`config.mk`:
```
export PLATFORM = sky130hd
export DESIGN_NAME = dual_port_ram
export DESIGN_NICKNAME = d
export VERILOG_FILES = /design/src/rtl/dual_port_ram.sv
export SDC_FILE = /design/constraint.sdc
export NUM_CORES = 1
export LEC_CHECK = 0
export CORE_ASPECT_RATIO = 1.1
export CORE_UTILIZATION = 45
export DETAILED_ROUTE_END_ITERATION = 16
export PLACE_DENSITY_LB_ADDON = 0.3
export SYNTH_ARGS = -nofsm -noshare
export SYNTH_HDL_FRONTEND = slang
export SYNTH_SLANG_ARGS = --single-unit
```
`constraint.sdc`:
```
create_clock -name clk -period 2.7 [get_ports clk]
set_input_delay 0.675 -clock clk [delete_from_list [all_inputs] [get_ports clk]]
set_output_delay 0.675 -clock clk [all_outputs]
set_load 0.01 [all_outputs]
```
`src/rtl/dual_port_ram.sv`:
```
// dual_port_ram -- simple dual-port synchronous RAM.
//
// It has one write port and one read port, both on clk. Read data is
// registered, so it appears one cycle after the read address.
//
// When a read and a write hit the same address on the same edge, the read
// returns the old contents (read-before-write). There is no bypass path.
//
// Ports:
//   clk     in   system clock; all state updates on the rising edge
//   rstN    in   asynchronous active-low reset; clears q, blocks writes
//   we      in   write enable
//   dataIn  in   write data             [DATA_WIDTH-1:0]
//   wAddr   in   write address          [ADDR_WIDTH-1:0]
//   rAddr   in   read address           [ADDR_WIDTH-1:0]
//   q       out  registered read data   [DATA_WIDTH-1:0]
module dual_port_ram #(
  parameter int DATA_WIDTH = 32,
  parameter int ADDR_WIDTH = 5
) (
  input  logic                  clk,
  input  logic                  rstN,
  input  logic                  we,
  input  logic [DATA_WIDTH-1:0] dataIn,
  input  logic [ADDR_WIDTH-1:0] wAddr,
  input  logic [ADDR_WIDTH-1:0] rAddr,
  output logic [DATA_WIDTH-1:0] q
);

  localparam int Depth = 1 << ADDR_WIDTH;

  logic [DATA_WIDTH-1:0] mem [Depth];

  // The array is left out of reset so it still maps onto block RAM.
  // rstN only gates the write enable, so writes are ignored during reset.
  always_ff @(posedge clk) begin
    if (we && rstN) begin
      mem[wAddr] <= dataIn;
    end
  end

  // The read samples the array before this edge's write lands, which gives
  // read-before-write behaviour on a same-address collision.
  always_ff @(posedge clk or negedge rstN) begin
    if (!rstN) begin
      q <= '0;
    end else begin
      q <= mem[rAddr];
    end
  end

endmodule

```
; ---- Word level (Yosys, flattened, before mapping)
; Memory sizes are Yosys's and may differ from the RTL's. A register that Yosys moved wholly into a read port is not among the register bits.
; Cells that the tools add are included.
[totals]
reg_bits = 0
ram_bits = 1024
in_bits = 45
output_inout_bits = 32
elab_cells = 5
mem_count = 1
[op_classes]
mux = 2
reduce_logical = 2
[memory_table]
columns = name, words, word_bits, read_ports, rd_clocked_by_memory_dff, wr, line_no
row1 = mem, 32, 32, 1, 1, 1, 32  ; logic [DATA_WIDTH-1:0] mem [Depth];
[ops]
columns = op, n
row1 = two-way mux 1 bit, 2
row2 = logical AND 1 bit, 1
row3 = logical NOT 1 bit, 1

; ---- Depth between registers and ports, before layout
; Gate-level depths: netlist of run 1.
[depth]
word_depth = 3
ltp_mapped = 8

; ---- Least setup slack after synthesis of run 1
; No wires, ideal clock.
[synth_timing]
kind = input port to flip-flop
from = input wAddr[1]
to = memory mem[12][0] (enable)
setup_ns = 0.421
t_arrival_ns = 2.592
t_required_ns = 2.279
slack_ns = -0.313
path_stages = 3
path_buffers = 1
cell_sequence = or3_1 > clkbuf_1 > nor2_1
[synth_lines]
columns = item, line_no
row1 = from (decl), 25  ; input logic [ADDR_WIDTH-1:0] wAddr,
row2 = to (decl), 32
; Straight into the memory's write port.

; ---- Final worst setup path of run 1
[layout_timing]
from = register q[11], read port of mem
to = output q[11]
[layout_lines]
columns = item, line_no
row1 = from (decl), 27  ; output logic [DATA_WIDTH-1:0] q
; No word-level cell between the ends.

==> run_results.csv, run 1 <==
group,metric,value,unit
timing,tightest_slew,488,ps
layout,fill_cells,6837,
yosys,synth-adder-area-share,0,%
setup_path,path_max_fanout,1,
placement,place_ws,-82.0,ps
layout,num_antenna_cells,0,
yosys,synth-compound-area-share,4.83,%
worst_hold_path,min_path_type,"in2async",
yosys,synth_top_area_share,75.6,%
clocking,htree_levels,3,
layout,area_delta_synth_final,19.3,%
yosys,synthMuxAreaShare,12.6,%
yosys,synth_top_family_by_area,"multiplexers",
setup_path,path_buf_inv,1,
grt,grt_max_degree,51,
clocking,cts_hold_buf,0,
setup_path,cp.arrival,1770,ps
timing,clock_skew,21.7,ps
yosys,ys_ff_latch,1056,
clocking,clk_latency,670,ps
placement,hpwlAfterDp,59.2,mm
grt,antenna_found_initial,0,
timing,fin_setup_tns,0,ps
clocking,cts_root_buf,"clkbuf_16",
outcome,status,"complete, no violations",
yosys,synth.cell_area,0.0407,mm2
power_and_ir_drop,vdd_ir_drop_max,558,uV
clocking,cts_setup_buffers,0,
layout,final_cell_mix,"edfxtp_1 (1024), mux2i_1 (512), buf_4 (110), clkbuf_16 (104), nand2_1 (99)",
clocking,cts.path.max_buffers,3,
run,drv_cap,0,
yosys,ys_warn_count,0,
yosys,synth_top_cell_by_area,"edfxtp_1",
timing,final-hold-violation-count,0,
timing,layout_min_cycle_time,2450,ps
drt,firstDrtPassIters,7,
layout,nets,2556,
timing,setup_viol,0,
clocking,cts_tree,"yes",
yosys,synth.distinct_cells,26,
grt,grt_pass1_wl,143,mm
yosys,syn_nets,2307,
clocking,cts_resized,0,
grt,grt_pass1_vias,22000,
setup_path,critPathMaxStageDelay,610,ps
setup_path,worst_path_dominant_cell_family,"buffers and inverters",
drt,wl_per_cell,25.9,um
timing,rsz0062_at_grt,"false",
floorplanning,die_area,0.0916,mm2
setup_path,cp_slowest_cell,"clkdlybuf4s50_1",
yosys,syn_avg_cell_area,18.0,um2
timing,fmaxAchievable,0.408,GHz
power_and_ir_drop,power-per-cell-area,722,mW/mm2
timing,slew_violations,0,
floorplanning,rows,115,
drt,drc,0,
setup_path,path_cells,"clkdlybuf4s50_1",
yosys,synth_area_leaders,"edfxtp_1 (76%), mux2i_1 (13%), dfrtp_1 (2.0%), a22oi_1 (1.8%), a22o_1 (1.4%)",
timing,relSlewSlack,67.4,%
power_and_ir_drop,power_leakage,17.0,nW
timing,hold-worst-slack,142,ps
clocking,cts_buffers,101,
drt,vias,21400,
drt,via_per_inst,5.68,
power_and_ir_drop,p_total,0.0350,W
floorplanning,start_util,45.4,%
grt,overflow,0,
drt,drt_iter0_drc,2016,
timing,final.period_utilization,90.7,%
setup_path,crit_type,"reg2out",
setup_path,cp.required,2030,ps
layout,post-route-util,54.2,%
grt,track_usage,21.5,%
drt,wirelength,97.5,mm
placement,portBuffers,76,
drt,antenna_left,0,
setup_path,start_kind,"flop",
yosys,netlist_instances,2262,
yosys,seq_area_frac_synth,77.6,%
placement,globalplace.congestion,0.814,
layout,drive_above_1_share,15.4,%
floorplanning,die_h,317,um
clocking,clock-sinks,1056,
yosys,synth_xor_area_share,0,%
floorplanning,coreArea,0.0895,mm2
setup_path,end_kind,"output port",
layout,layout.cells.most_common,"edfxtp_1",
timing,finalWorstSetupSlack,252,ps
floorplanning,ios,77,
yosys,yosys.area_share.simple,3.09,%
floorplanning,die_width,289,um
clocking,path_clk_slew,60,ps
-- logic make-up after synthesis --
family | Yosys count
AND/OR/NAND/NOR | 279
flip-flops | 1056
AO/OA/AOI/OAI | 288
buffers and inverters | 127
multiplexers | 512
-- cells in the mapped netlist --
| cell | count |
|---|---|
| nand2_1 | 100 |
| a22oi_1 | 96 |
| or3b_2 | 2 |
| a31oi_1 | 32 |
| dfrtp_1 | 32 |
| clkbuf_1 | 39 |
| buf_6 | 15 |
| nand3_1 | 97 |
| or3_1 | 2 |
| or2_2 | 1 |
| nor2_1 | 35 |
| buf_4 | 33 |
| nand3b_1 | 3 |
| a21oi_1 | 96 |
| nor2b_1 | 2 |
| and2_1 | 1 |
| edfxtp_1 | 1024 |
| mux2i_1 | 512 |
| nand4b_1 | 1 |
| clkbuf_4 | 2 |
| nor3_1 | 32 |
| a22o_1 | 64 |
| buf_2 | 32 |
| nand2b_1 | 2 |
| nand4_1 | 1 |
| buf_1 | 6 |
-- state kept, by name, summed over array words and instances, names as in the netlist --
signal / count
mem: 1024
q: 32
-- cell type report --
| cell class | count | area [um2] | area share [%] |
|---|---|---|---|
| sequential | 1056 | 31600 | 65.1 |
| clock inverter | 62 | 761 | 1.57 |
| tap | 1170 | 1460 | 3.02 |
| multi-input combinational | 1079 | 8620 | 17.8 |
| timing repair buffer | 273 | 3330 | 6.86 |
| clock buffer | 128 | 2770 | 5.72 |
-- per-layer routing --
layer	global-route usage, %	up-vias	part of all wire [%]
met1	28.2	11100	42
li1	-	9497	-
met3	2.80	171	5.2
met2	36.3	683	50
met5	0	-	0
met4	8.74	0	3.6
-- path summary, 6_finish.rpt --
path                       depth (start not counted)         endpoint                  start  slack, ps
max                                                1            q[11]        q[11]$_DFF_PN0_        250
min                                                2   q[5]$_DFF_PN0_                   rstN        140
max reg2reg                                        6  q[16]$_DFF_PN0_   mem[5][16]$_DFFE_PP_       1040
min reg2reg                                        4  q[13]$_DFF_PN0_  mem[10][13]$_DFFE_PP_        600
max in group asynchronous                          2  q[27]$_DFF_PN0_                   rstN       2100
min in group clk                                   4  q[13]$_DFF_PN0_  mem[10][13]$_DFFE_PP_        600
-- power by group --
| group | internal (W) | switching (W) |
|---|---|---|
| clock network | 0.00889 | 0.00596 |
| logic | 0.000781 | 0.00114 |
| registers | 0.0181 | 0.0000832 |
| total | 0.0278 | 0.00718 |
-- through the flow --
step / cell area [um2] / instances
3_5_place_dp: 45000 / 3578
2_1_floorplan: 40700 / 2262
3_3_place_gp: 45000 / 3578
4_1_cts: 48500 / 3768
6_report: 48500 / 3768
5_1_grt: 48500 / 3768
No activity file was read; power rests on OpenSTA's default activity.
==> run 2: changes to the inputs <==
--- a/config.mk
+++ b/config.mk
@@ -12,3 +12,4 @@
 export SYNTH_ARGS = -nofsm -noshare
 export SYNTH_HDL_FRONTEND = slang
 export SYNTH_SLANG_ARGS = --single-unit
+export TNS_END_PERCENT = 50
==> run 2 against run 1 <==
First-iteration DRC count is 2.6% higher. Clock-buffer cell count grew 3. Power decreased by 2.5%. Global-route usage up 0.98 points. Utilization is essentially flat. Via count rose by 0.65%. Non-clock buffer count rose by 16. Die area is the same. Critical path depth unchanged. Combinational power is essentially flat. Cell area hardly changed. Clock power decreased by 6%. Critical endpoint is now q[12]. Largest cell class unchanged.
==> run_results.csv, run 2 (synthesized netlist as in run 1, its figures left out) <==
group,metric,value,unit
clocking,clk_latency,650,ps
setup_path,path_max_fanout,1,
floorplanning,coreArea,0.0895,mm2
drt,antenna_left,0,
setup_path,rr_endpoint,"q[3]$_DFF_PN0_",
setup_path,worst-r2r-cell-count,6,
power_and_ir_drop,vdd_ir_drop_max,445,uV
outcome,status,"complete, no violations",
timing,clock_skew,13.0,ps
floorplanning,ios,77,
placement,hpwlAfterDp,61.3,mm
timing,final.period_utilization,90.0,%
timing,tightest_slew,649,ps
timing,fin_setup_tns,0,ps
setup_path,critPathMaxStageDelay,600,ps
clocking,cts_setup_buffers,0,
clocking,path_clk_slew,60,ps
floorplanning,die_width,289,um
placement,globalplace.congestion,0.819,
setup_path,worst_path_dominant_cell_family,"buffers and inverters",
setup_path,cp_slowest_cell,"clkdlybuf4s50_1",
setup_path,crit_type,"reg2out",
drt,wl_per_cell,26.9,um
floorplanning,die_area,0.0916,mm2
clocking,cts.path.max_buffers,3,
clocking,cts_resized,0,
run,drv_cap,0,
floorplanning,rows,115,
drt,drc,0,
clocking,cts_buffers,99,
clocking,cts_tree,"yes",
layout,top_register,"mem",
clocking,cts_hold_buf,1,
drt,firstDrtPassIters,6,
grt,antenna_found_initial,3,
placement,portBuffers,76,
timing,rsz0062_at_grt,"false",
grt,track_usage,22.5,%
grt,grt_pass1_wl,148,mm
placement,dp_cells,3593,
setup_path,cp.required,2030,ps
layout,area_delta_synth_final,19.2,%
layout,post-route-util,54.2,%
power_and_ir_drop,p_total,0.0341,W
timing,fmaxAchievable,0.411,GHz
timing,layout_min_cycle_time,2430,ps
floorplanning,start_util,45.4,%
layout,drive_above_1_share,15.7,%
layout,largest_reg_flops,1024,
power_and_ir_drop,power-per-cell-area,704,mW/mm2
timing,setup_viol,0,
drt,drt_iter0_drc,2069,
worst_hold_path,min_path_type,"in2async",
timing,final-hold-violation-count,0,
grt,grt_pass1_vias,22000,
layout,final_cell_mix,"edfxtp_1 (1024), mux2i_1 (512), buf_4 (117), clkbuf_16 (102), nand2_1 (99)",
setup_path,reg2reg_slack,1350,ps
setup_path,path_buf_inv,1,
layout,finalNonFillerCells,3776,
timing,relSlewSlack,56.7,%
drt,vias,21600,
layout,layout.cells.most_common,"edfxtp_1",
setup_path,start_kind,"flop",
grt,grt_max_degree,44,
power_and_ir_drop,power_leakage,17.0,nW
layout,fill_cells,6899,
timing,slew_violations,0,
setup_path,path_cells,"clkdlybuf4s50_1",
setup_path,cp.arrival,1760,ps
clocking,htree_levels,3,
layout,nets,2570,
clocking,cts_root_buf,"clkbuf_16",
grt,overflow,0,
drt,via_per_inst,5.71,
drt,wirelength,102,mm
setup_path,end_kind,"output port",
floorplanning,die_h,317,um
clocking,clock-sinks,1056,
setup_path,r2r-start,"mem[1][3]$_DFFE_PP_",
layout,reg.largest.list,"mem: 1024 flops, q: 32 flops",
[run 2: metrics by stage]
stage | cell area (um2) | setup WS [ps] | hold slack [ps]
floorplan | 40700 | -313 | 379
finish | 48500 | 269 | 409
detailed placement | 45200 | -37.0 | 549
CTS | 48500 | 254 | 386
global placement | 45200 | 19.0 | 541
global route | 48500 | 226 | 428
[run 2: area by class of cell]
class                           count  area, um2  area share [%]
Sequential cell                  1056      31600            65.1
Multi-Input combinational cell   1079       8620            17.8
Timing Repair Buffer              289       3550            7.33
Clock buffer                      131       2760            5.70
Tap cell                         1170       1460            3.02
Clock inverter                     50        528            1.09
Antenna cell                        1       2.50         0.00516
[run 2: how the worst max path moves through the flow]
| stage | start | to | slack [ps] | cells past startpoint |
|---|---|---|---|---|
| 2_1_floorplan | wAddr[1] | mem[12][0]$_DFFE_PP_ | -310 | 3 |
| 3_3_place_gp | rAddr[1] | q[18]$_DFF_PN0_ | 20 | 9 |
| 3_5_place_dp | rAddr[1] | q[18]$_DFF_PN0_ | -40 | 9 |
| 4_1_cts | q[14]$_DFF_PN0_ | q[14] | 250 | 1 |
| 5_1_grt | q[11]$_DFF_PN0_ | q[11] | 230 | 1 |
| 6_report | q[12]$_DFF_PN0_ | q[12] | 270 | 1 |
[run 2: where the power goes]
part | internal, W | total [W] | leakage, nW | switching [W]
clock | 0.00815 | 0.0140 | 1.62 | 0.00584
combinational | 0.000771 | 0.00191 | 5.77 | 0.00113
sequential | 0.0181 | 0.0182 | 9.59 | 0.0000965
[run 2: per-layer routing]
| metal | wire, um | track usage [%] |
|---|---|---|
| met5 | 12 | 0 |
| met4 | 2310 | 6.27 |
| met3 | 6240 | 3.56 |
| met2 | 50200 | 37.6 |
| met1 | 42900 | 30.5 |
==> run 3: changes to the inputs <==
--- a/config.mk
+++ b/config.mk
@@ -5,6 +5,7 @@
 export SDC_FILE = /design/constraint.sdc
 export NUM_CORES = 1
 export LEC_CHECK = 0
+export ABC_CLOCK_PERIOD_IN_PS = 2700
 export CORE_ASPECT_RATIO = 1.1
 export CORE_UTILIZATION = 45
 export DETAILED_ROUTE_END_ITERATION = 16
==> results of run 3 <==
Final layout, timing and power as in run 2 (identical DEF).
